--- config.mk ---
export PLATFORM = sky130hd
export DESIGN_NAME = fwd_hazard_unit
export DESIGN_NICKNAME = d
export VERILOG_FILES = /design/src/rtl/pipe_pkg.sv /design/src/rtl/muldiv_busy_ctr.sv /design/src/rtl/fwd_hazard_unit.sv
export SDC_FILE = /design/constraint.sdc
export NUM_CORES = 1
export LEC_CHECK = 0
export CORE_MARGIN = 2
export CORE_UTILIZATION = 43
export DETAILED_ROUTE_END_ITERATION = 10
export PLACE_DENSITY = 0.69
export SYNTH_ARGS = -nofsm -noshare
export SYNTH_HDL_FRONTEND = slang
export SYNTH_SLANG_ARGS = --single-unit
--- constraint.sdc ---
create_clock -name clk -period 2.2 [get_ports clk]
set_input_delay 0.33 -clock clk [delete_from_list [all_inputs] [get_ports clk]]
set_output_delay 0.33 -clock clk [all_outputs]
set_load 0.01 [all_outputs]
--- src/rtl/pipe_pkg.sv ---
// Shared pipeline definitions: forwarding select codes, register index width,
// the shadow-stage record and the forwarding priority helper.
package pipe_pkg;

  localparam int REG_IDX_W = 5;

  // EX operand mux select codes, named after the datapath register they pick.
  typedef enum logic [1:0] {
    FWD_RF    = 2'd0,
    FWD_EXMEM = 2'd1,
    FWD_MEMWB = 2'd2,
    FWD_WB2   = 2'd3
  } fwd_sel_e;

  // One in-flight instruction as seen by the hazard logic.
  typedef struct packed {
    logic                 valid;
    logic [REG_IDX_W-1:0] dest;
    logic                 regwrite;
    logic                 is_load;
  } shadow_t;

  localparam shadow_t SHADOW_EMPTY = '0;

  // True when the stage will write register r.
  function automatic logic writes_reg(input shadow_t s, input logic [REG_IDX_W-1:0] r);
    return s.valid & s.regwrite & (s.dest == r);
  endfunction

  // Select code for one ID source. The youngest producer wins; $0 and unused
  // sources always read the register file.
  function automatic fwd_sel_e fwd_code(input shadow_t ex, input shadow_t mem,
                                        input shadow_t wb,
                                        input logic [REG_IDX_W-1:0] src,
                                        input logic used);
    if (!used || src == '0)       return FWD_RF;
    if (writes_reg(ex, src))      return FWD_EXMEM;
    if (writes_reg(mem, src))     return FWD_MEMWB;
    if (writes_reg(wb, src))      return FWD_WB2;
    return FWD_RF;
  endfunction

endpackage

--- src/rtl/muldiv_busy_ctr.sv ---
// HI/LO busy counter: loads the multiply or divide latency when an operation
// issues, then counts down to zero. busy is high while the count is nonzero.
module muldiv_busy_ctr #(
  parameter int MUL_LAT = 4,
  parameter int DIV_LAT = 32
) (
  input  logic clk,
  input  logic rst,
  input  logic load,
  input  logic load_div,
  output logic busy
);

  localparam int MAX_LAT = (MUL_LAT > DIV_LAT) ? MUL_LAT : DIV_LAT;
  localparam int CNT_W   = $clog2(MAX_LAT + 1);

  logic [CNT_W-1:0] cnt_q;

  // Load on issue, otherwise saturate-decrement toward zero.
  always_ff @(posedge clk) begin
    // NOTE: state registers use non-blocking assignments so every flop samples
    // pre-edge values regardless of statement order.
    if (rst) begin
      cnt_q <= '0;
    end else if (load) begin
      cnt_q <= load_div ? CNT_W'(DIV_LAT) : CNT_W'(MUL_LAT);
    end else if (cnt_q != '0) begin
      cnt_q <= cnt_q - CNT_W'(1);
    end
  end

  assign busy = (cnt_q != '0);

endmodule

--- src/rtl/fwd_hazard_unit.sv ---
// Forwarding and hazard control for the 5-stage pipeline. A shadow pipeline
// of destination records drives the registered EX operand mux selects and
// the combinational load-use / HI-LO busy stall and bubble controls.
module fwd_hazard_unit
  import pipe_pkg::*;
#(
  parameter int MUL_LAT = 4,
  parameter int DIV_LAT = 32
) (
  input  logic                 clk,
  input  logic                 rst,
  input  logic                 id_valid,
  input  logic [REG_IDX_W-1:0] id_rs,
  input  logic [REG_IDX_W-1:0] id_rt,
  input  logic                 id_use_rs,
  input  logic                 id_use_rt,
  input  logic [REG_IDX_W-1:0] id_dest,
  input  logic                 id_regwrite,
  input  logic                 id_is_load,
  input  logic                 id_is_muldiv,
  input  logic                 id_is_div,
  input  logic                 id_use_hilo,
  input  logic                 ex_flush,
  output logic                 stall_if_id,
  output logic                 bubble_ex,
  output logic [1:0]           fwd_a_sel,
  output logic [1:0]           fwd_b_sel,
  output logic                 muldiv_busy
);

  shadow_t  ex_q, mem_q, wb_q, wb2_q;
  shadow_t  id_entry;
  fwd_sel_e fwd_a_q, fwd_b_q;
  logic     load_use, hilo_hazard, hazard;
  logic     id_accept, muldiv_issue;

  // Hazard detection and the entry that moves from ID into EX this cycle.
  always_comb begin
    // NOTE: every output of this block is assigned unconditionally first so
    // no path leaves a value held, which would infer a latch.
    load_use     = 1'b0;
    hilo_hazard  = 1'b0;
    hazard       = 1'b0;
    stall_if_id  = 1'b0;
    bubble_ex    = 1'b0;
    id_accept    = 1'b0;
    muldiv_issue = 1'b0;
    id_entry     = SHADOW_EMPTY;

    if (ex_q.valid && ex_q.is_load && ex_q.dest != '0) begin
      load_use = (id_use_rs && id_rs == ex_q.dest) ||
                 (id_use_rt && id_rt == ex_q.dest);
    end
    hilo_hazard = muldiv_busy && (id_use_hilo || id_is_muldiv);
    hazard      = id_valid && (load_use || hilo_hazard);

    // A taken branch squashes ID, so it never waits behind a stall.
    stall_if_id  = hazard && !ex_flush;
    bubble_ex    = ex_flush || hazard;
    id_accept    = id_valid && !bubble_ex;
    muldiv_issue = id_accept && id_is_muldiv;

    if (id_accept) begin
      id_entry.valid    = 1'b1;
      id_entry.dest     = id_dest;
      id_entry.regwrite = id_regwrite;
      id_entry.is_load  = id_is_load;
    end
  end

  // Advance the shadow pipeline and register the selects for the entering op.
  always_ff @(posedge clk) begin
    if (rst) begin
      ex_q    <= SHADOW_EMPTY;
      mem_q   <= SHADOW_EMPTY;
      wb_q    <= SHADOW_EMPTY;
      wb2_q   <= SHADOW_EMPTY;
      fwd_a_q <= FWD_RF;
      fwd_b_q <= FWD_RF;
    end else begin
      ex_q  <= id_entry;
      mem_q <= ex_q;
      wb_q  <= mem_q;
      wb2_q <= wb_q;
      if (id_accept) begin
        fwd_a_q <= fwd_code(ex_q, mem_q, wb_q, id_rs, id_use_rs);
        fwd_b_q <= fwd_code(ex_q, mem_q, wb_q, id_rt, id_use_rt);
      end else begin
        fwd_a_q <= FWD_RF;
        fwd_b_q <= FWD_RF;
      end
    end
  end

  assign fwd_a_sel = fwd_a_q;
  assign fwd_b_sel = fwd_b_q;

  muldiv_busy_ctr #(
    .MUL_LAT (MUL_LAT),
    .DIV_LAT (DIV_LAT)
  ) u_busy_ctr (
    .clk      (clk),
    .rst      (rst),
    .load     (muldiv_issue),
    .load_div (id_is_div),
    .busy     (muldiv_busy)
  );

  // The shadow stages shift one per cycle; WB2 is the entry that left WB.
  shadow_advance_a : assert property (@(posedge clk) disable iff (rst)
    $past(rst) || (wb2_q == $past(wb_q) && wb_q == $past(mem_q)));

endmodule

# Yosys cells after proc, flatten, opt, wreduce, memory -nomap -nowiden
# Index checks and enable logic that the tools add are counted.
[totals]
elab_cells = 114
rom_bits = 0
latch_bits = 0
register_bits = 32
mem_count = 0
mem_bits_rw = 0
[classes]
n_eq_ne = 8
n_reduce_logical = 25
bitwise = 10
order_cmp = 0
multipliers = 0
muxes = 57
shift = 0
add_sub_neg = 1
div_mod_pow = 0
[ops]
columns = ["operator", "count"]
rows = [
  ["== test 5 bit", 8],
  ["two-way mux 1 bit", 37],
  ["two-way mux 2 bit", 16],
  ["two-way mux 6 bit", 3],
  ["zero test 5 bit", 2],
  ["bitwise AND 1 bit", 9],
  ["logical AND 1 bit", 9],
  ["two-way mux 8 bit", 1],
  ["logical OR 1 bit", 6],
  ["nonzero test 6 bit", 1],
  ["subtractor 6 x 1 -> 6 bit (second input constant)", 1],
  ["nonzero test 5 bit", 1],
  ["zero test 1 bit", 4],
  ["nonzero test 2 bit", 1],
  ["OR reduction 2 bit", 1],
  ["inverter 1 bit", 1],
]

# Depth between registers and ports, before layout
[depth]
depth_word = 27
mapped_depth = 8
ltp_nobuf = 6

# Cells and area by module
# From an unflattened synthesis, not the netlist that was laid out.
[unflattened]
hier_cells = 159
hier_area_um2 = 1556.5
[by_module_without_submodules]
columns = ["module", "cells_each", "area_each_um2", "instances", "seq_area_each_um2"]
rows = [
  ["fwd_hazard_unit", 122, 1209.9, 1, 520.5],
  ["muldiv_busy_ctr", 37, 346.6, 1, 120.1],
]

# Least setup slack after synthesis
# OpenSTA, ideal clock, no wires.
[synth_path]
path_type = "flip-flop to flip-flop"
from = "register ex_q[3] (netlist name)"
to = "register fwd_a_q[1], in the netlist fwd_a_sel[1]"
setup_time_ns = 0.061
setup_slack_ns = 0.421
stages_incl_launch_ff = 6
arrival_time_ns = 1.718
synth_period_minus_slack_ns = 1.779
path_cell_list = "dfxtp_1 > or3_1 > o311a_4 > a2111oi_4 > buf_6 > and4_1"
[synth_via]
elab_chain_len = 11
word_cells_on_any_way = 28
classes_between = "eq/ne (3); mux (12); bitwise (2); reduce/logical (11)"
[synth_rtl]
columns = ["element", "line", "source"]
rows = [
  ["start: declaration", "fwd_hazard_unit.sv:31", "shadow_t ex_q, mem_q, wb_q, wb2_q;"],
  ["start signal: assignment", "fwd_hazard_unit.sv:81", "ex_q <= id_entry;"],
  ["branches (longest 11 deep; another with == test 5 bit)", "-", ""],
  ["end signal: assignment", "fwd_hazard_unit.sv:86", "fwd_a_q <= fwd_code(ex_q, mem_q, wb_q, id_rs, id_use_rs);"],
  ["end: declaration", "fwd_hazard_unit.sv:33", "fwd_sel_e fwd_a_q, fwd_b_q;"],
]
# Parallel ways; which one is timed is not known. The select of a mux whose other input is x is not followed.
# A chain may end at the register's enable or synchronous reset.

# Worst setup path in the final report
[layout_path]
from = "input id_rt[3]"
to = "output bubble_ex"
[layout_via]
elab_chain_len = 7
[layout_rtl]
columns = ["element", "line", "source"]
rows = [
  ["start: declaration", "fwd_hazard_unit.sv:14", "input logic [REG_IDX_W-1:0] id_rt,"],
  ["== test 5 bit", "fwd_hazard_unit.sv:52", "(id_use_rt && id_rt == ex_q.dest);"],
  ["logical AND 1 bit", "fwd_hazard_unit.sv:52", ""],
  ["logical OR 1 bit", "fwd_hazard_unit.sv:51", "load_use = (id_use_rs && id_rs == ex_q.dest) ||"],
  ["two-way mux 1 bit", "fwd_hazard_unit.sv:50", "if (ex_q.valid && ex_q.is_load && ex_q.dest != '0) begin"],
  ["logical OR 1 bit", "fwd_hazard_unit.sv:55", "hazard = id_valid && (load_use || hilo_hazard);"],
  ["logical AND 1 bit", "fwd_hazard_unit.sv:55", ""],
  ["logical OR 1 bit", "fwd_hazard_unit.sv:59", "bubble_ex = ex_flush || hazard;"],
  ["end: declaration", "fwd_hazard_unit.sv:25", "output logic bubble_ex,"],
]
# No other way between the ends.

==> qor_table.md <==
| Metric | Value | Unit |
|---|---|---|
| Die Ht | 64.2 | µm |
| Final Hold Fails | 0 | - |
| Inserted Clock Buffers | 5 | - |
| Buffering stage count on the worst path with inverters included | 2 | - |
| Source of the worst register-to-register timing path | ex_q[4]$_SDFF_PP0_ | - |
| Endpoints failing setup | 0 | - |
| Number of synthesized flops with an enable pin | 0 | - |
| Average footprint of a synthesized cell | 9.63 | µm² |
| Number of buffers added on ports | 32 | - |
| Leakage power | 0.894 | nW |
| Post-Synth XOR/XNOR Area | 19.1 | % |
| Number of global-route vias before repair | 1306 | - |
| Tightest Hold Check Type | register to register | - |
| Part of the cycle the worst path needs | 96.0 | % |
| Synth area leader | dfxtp_1 | - |
| Net switching share of the total power | 30.5 | % |
| Netlist area before placement | 1560 | µm² |
| Clock-pin slew on the worst setup and hold paths | 0.11 | ns |
| Worst path cell trace | clkdlybuf4s50_1, xnor2_2, nand3_2, o32ai_4, a21oi_2, o21bai_1, buf_2 | - |
| Top-area cell type share of the netlist area | 41.1 | % |
| Net count, final | 247 | - |
| Number of optimization iterations in the first detailed-route pass | 4 | - |
| Clk sinks | 32 | - |
| Worst hold margin | 0.482 | ns |
| Layout Area Growth over Synthesis | 42.2 | % |
| Relative contribution of sequential cells to total power | 38.6 | % |
| Part of the Yosys area used for sequential elements | 41.1 | % |
| Maximum number of pins on one net before global-route repair | 13 | - |
| Fraction of the mapped netlist area in simple logic gates | 26.0 | % |
| Largest fanout of any net on the critical path | 2 | - |
| Clk network pwr share | 27.2 | % |
| Summed area of non-filler cells in the final layout | 2220 | µm² |
| Cell area reported after detailed placement | 2070 | µm² |
| Number of ports placed on the die boundary | 33 | - |
| Max-cap violation count | 0 | - |
| Main synth FF type | dfxtp_1 | - |
| Share of total power in combinational logic | 34.2 | % |
| Die width | 64.2 | µm |
| Complex-gate fraction of the synthesized area | 9.54 | % |
| Total half-perimeter wirelength after legalization and detailed placement | 2890 | µm |
| Status | completed | - |
| Placed Instances | 257 | - |
| Gr ovfl total | 0 | - |
| Largest vdd supply drop | 568 | µV |
| Switching power of the nets | 0.000555 | W |
| Detailed router's first-iteration violation count | 57 | - |
| Max-slew violations | 0 | - |
| CP max stage delay | 0.52 | ns |
| Area taken by multi-input logic gates | 925 | µm² |
| RSZ-0062 raised after global routing | no | - |
| Arrival time reported for the critical path endpoint | 1.78 | ns |
| GRT Util Overall | 18.9 | % |
| Core utilization of the finished layout | 64.9 | % |
| Relative slew margins | 77.3 | % |
| Clock Latency Late Sink | 0.32 | ns |
| Pwr dens | 820 | nW/µm² |
| Critical path launch point | id_rt[3] | - |
| Worst setup skew after layout | 0.0149 | ns |
| CP max stage cell | clkdlybuf4s50_1 | - |
| Final antenna-violating net count | 0 | - |
| Residual DRC | 0 | - |
| Register-to-register setup slack | 0.19 | ns |
| Gate family responsible for the most delay along the worst path | buffers and inverters | - |
| Warning count from the yosys run | 0 | - |
| Pwr Total | 0.00182 | W |
| Gpl congestion | 0.874 | - |
| Kind of launch point of the worst setup path | input port | - |
| Dominant combinational cell family by area after synthesis | simple AND/OR/NAND/NOR gates | - |
| CP Data Required Time | 1.87 | ns |
| Top post-synthesis cells by area | dfxtp_1 (41%), xnor2_1 (12%), xor2_1 (6.7%), nor2b_1 (5.6%), and2_1 (3.2%) | - |
| CORE AREA | 3420 | µm² |
| Share of flip-flops with an asynchronous set or reset | 0 | % |
| Achievable frequency | 474 | MHz |
| Number of H-tree branching levels | 2 | - |
| Clock tree from TritonCTS | built | - |
| Yosys reg bits | 32 | - |
| Startpoint of the most critical hold path | mem_q[7]$_SDFF_PP0_ | - |
| Multiplexer share of the synthesized area | 0 | % |
| WL per Instance | 13.3 | µm |
| Leading cell type in the layout, fill and taps excluded | dfxtp_1 | - |
| DR vias | 1287 | - |
| Nature of the critical path endpoint | primary output | - |
| Non-filler cells in the finished layout | 266 | - |
| Area taken by flip-flops and latches | 643 | µm² |
| Adder and majority gate portion of the synthesized area | 1.60 | % |
| Antenna diode instance count | 0 | - |
| Count of fill cells added during filler insertion | 287 | - |
| Initial cell density of the core | 45.7 | % |
| Core Rows | 21 | - |
| Internal Dissipation | 0.00126 | W |
| Share of layout cells above drive strength 1 | 20.0 | % |
| First-pass GRT wire length | 5950 | µm |
| Max Buffers Root-to-Sink | 2 | - |
| Library cell used as clock root buffer | clkbuf_4 | - |
| Commonest non-fill, non-tap cells in the layout | dfxtp_1 (30), clkdlybuf4s50_1 (27), buf_4 (22) | - |
| Mapped Cells | 162 | - |
| Via count normalized by instance count | 4.84 | - |
| Syn nets | 190 | - |
| Number of antenna violations at the first check in global routing | 0 | - |
| Worst-margin pin slew | 0.339 | ns |
| Post-layout minimum cycle time | 2.11 | ns |
| Detailed Route WL | 3550 | µm |
| Critical path class | input port to primary output | - |
| Die footprint | 4130 | µm² |
| Distinct cell type count after synthesis | 36 | - |
## sequential cells by signal, indices dropped and copies added, names as in the netlist
| signal | flops |
|---|---|
| fwd_b_sel | 2 |
| u_busy_ctr.cnt_q | 6 |
| mem_q | 7 |
| ex_q | 8 |
| fwd_a_sel | 2 |
| wb_q | 7 |
## logic make-up after synthesis
kind of cell / after synthesis
buffers and inverters: 9
DFF: 32
adders and majority gates: 2
xor gates and xnor gates: 34
and+or+nand+nor: 70
AOI/OAI and AO/OA: 15
## layer usage
layer / part of all wire [%] / up-vias / global-route usage, %
met5: 0 / - / 0
met4: 1.6 / 0 / 6.12
met3: 4.2 / 6 / 5.11
met2: 48 / 28 / 30.6
met1: 47 / 583 / 24.2
li1: - / 670 / -
## cell type report
type	instances	area share [%]
multi-input cells	121	41.7
flip-flops and latches	32	29.0
repair buffers	54	21.6
clock buffers	7	2.93
well taps	46	2.59
clock inverters	1	1.35
inverters	5	0.846
## path summary, 6_finish.rpt
| check | cells past startpoint | to |
|---|---|---|
| worst min register to register | 1 | wb_q[7]$_SDFF_PP0_ |
| worst max-delay path | 7 | bubble_ex |
| worst max register to register | 6 | fwd_b_sel[1]$_SDFF_PP0_ |
| worst min-delay path | 1 | wb_q[7]$_SDFF_PP0_ |
## synth_stat cells (2+ instances only)
master / n
xnor2_1: 22
nor3_1: 7
o32ai_1: 2
a21oi_1: 4
nor4_1: 2
and2_1: 8
nand2b_1: 3
and4_1: 2
ha_1: 2
nor2b_1: 14
nand2_1: 6
nand4_1: 5
dfxtp_1: 32
and3b_1: 2
nand3_1: 5
or3_1: 3
clkbuf_1: 2
inv_1: 4
nor2_1: 8
or4_1: 2
xor2_1: 12
## metrics by stage
step / setup TNS, ns / setup slack, ns
3_3_place_gp: -0.703 / -0.361
3_5_place_dp: -0.715 / -0.366
4_1_cts: 0 / 0.0121
6_report: 0 / 0.0891
5_1_grt: 0 / 0.00776
2_1_floorplan: 0 / 0.421
## timing repair
| item | CTS | global route |
|---|---|---|
| hold buffers | 0 | 0 |
| gates resized for setup | 12 | 8 |
| pin swaps | 3 | 2 |
| endpoints found under the setup margin | 3 | 2 |
| buffers inserted | 0 | 1 |
## power groups by stage
stage / Sequential [W] / Combinational, W / Clock, W
floorplan: 0.000698 / 0.000386 / 0
global placement: 0.000707 / 0.000596 / 0
detailed placement: 0.000708 / 0.000616 / 0
CTS: 0.000702 / 0.000614 / 0.000503
global route: 0.000712 / 0.000693 / 0.000529
finish: 0.000702 / 0.000622 / 0.000495
Note: power is estimated with default switching activity, not from simulation.
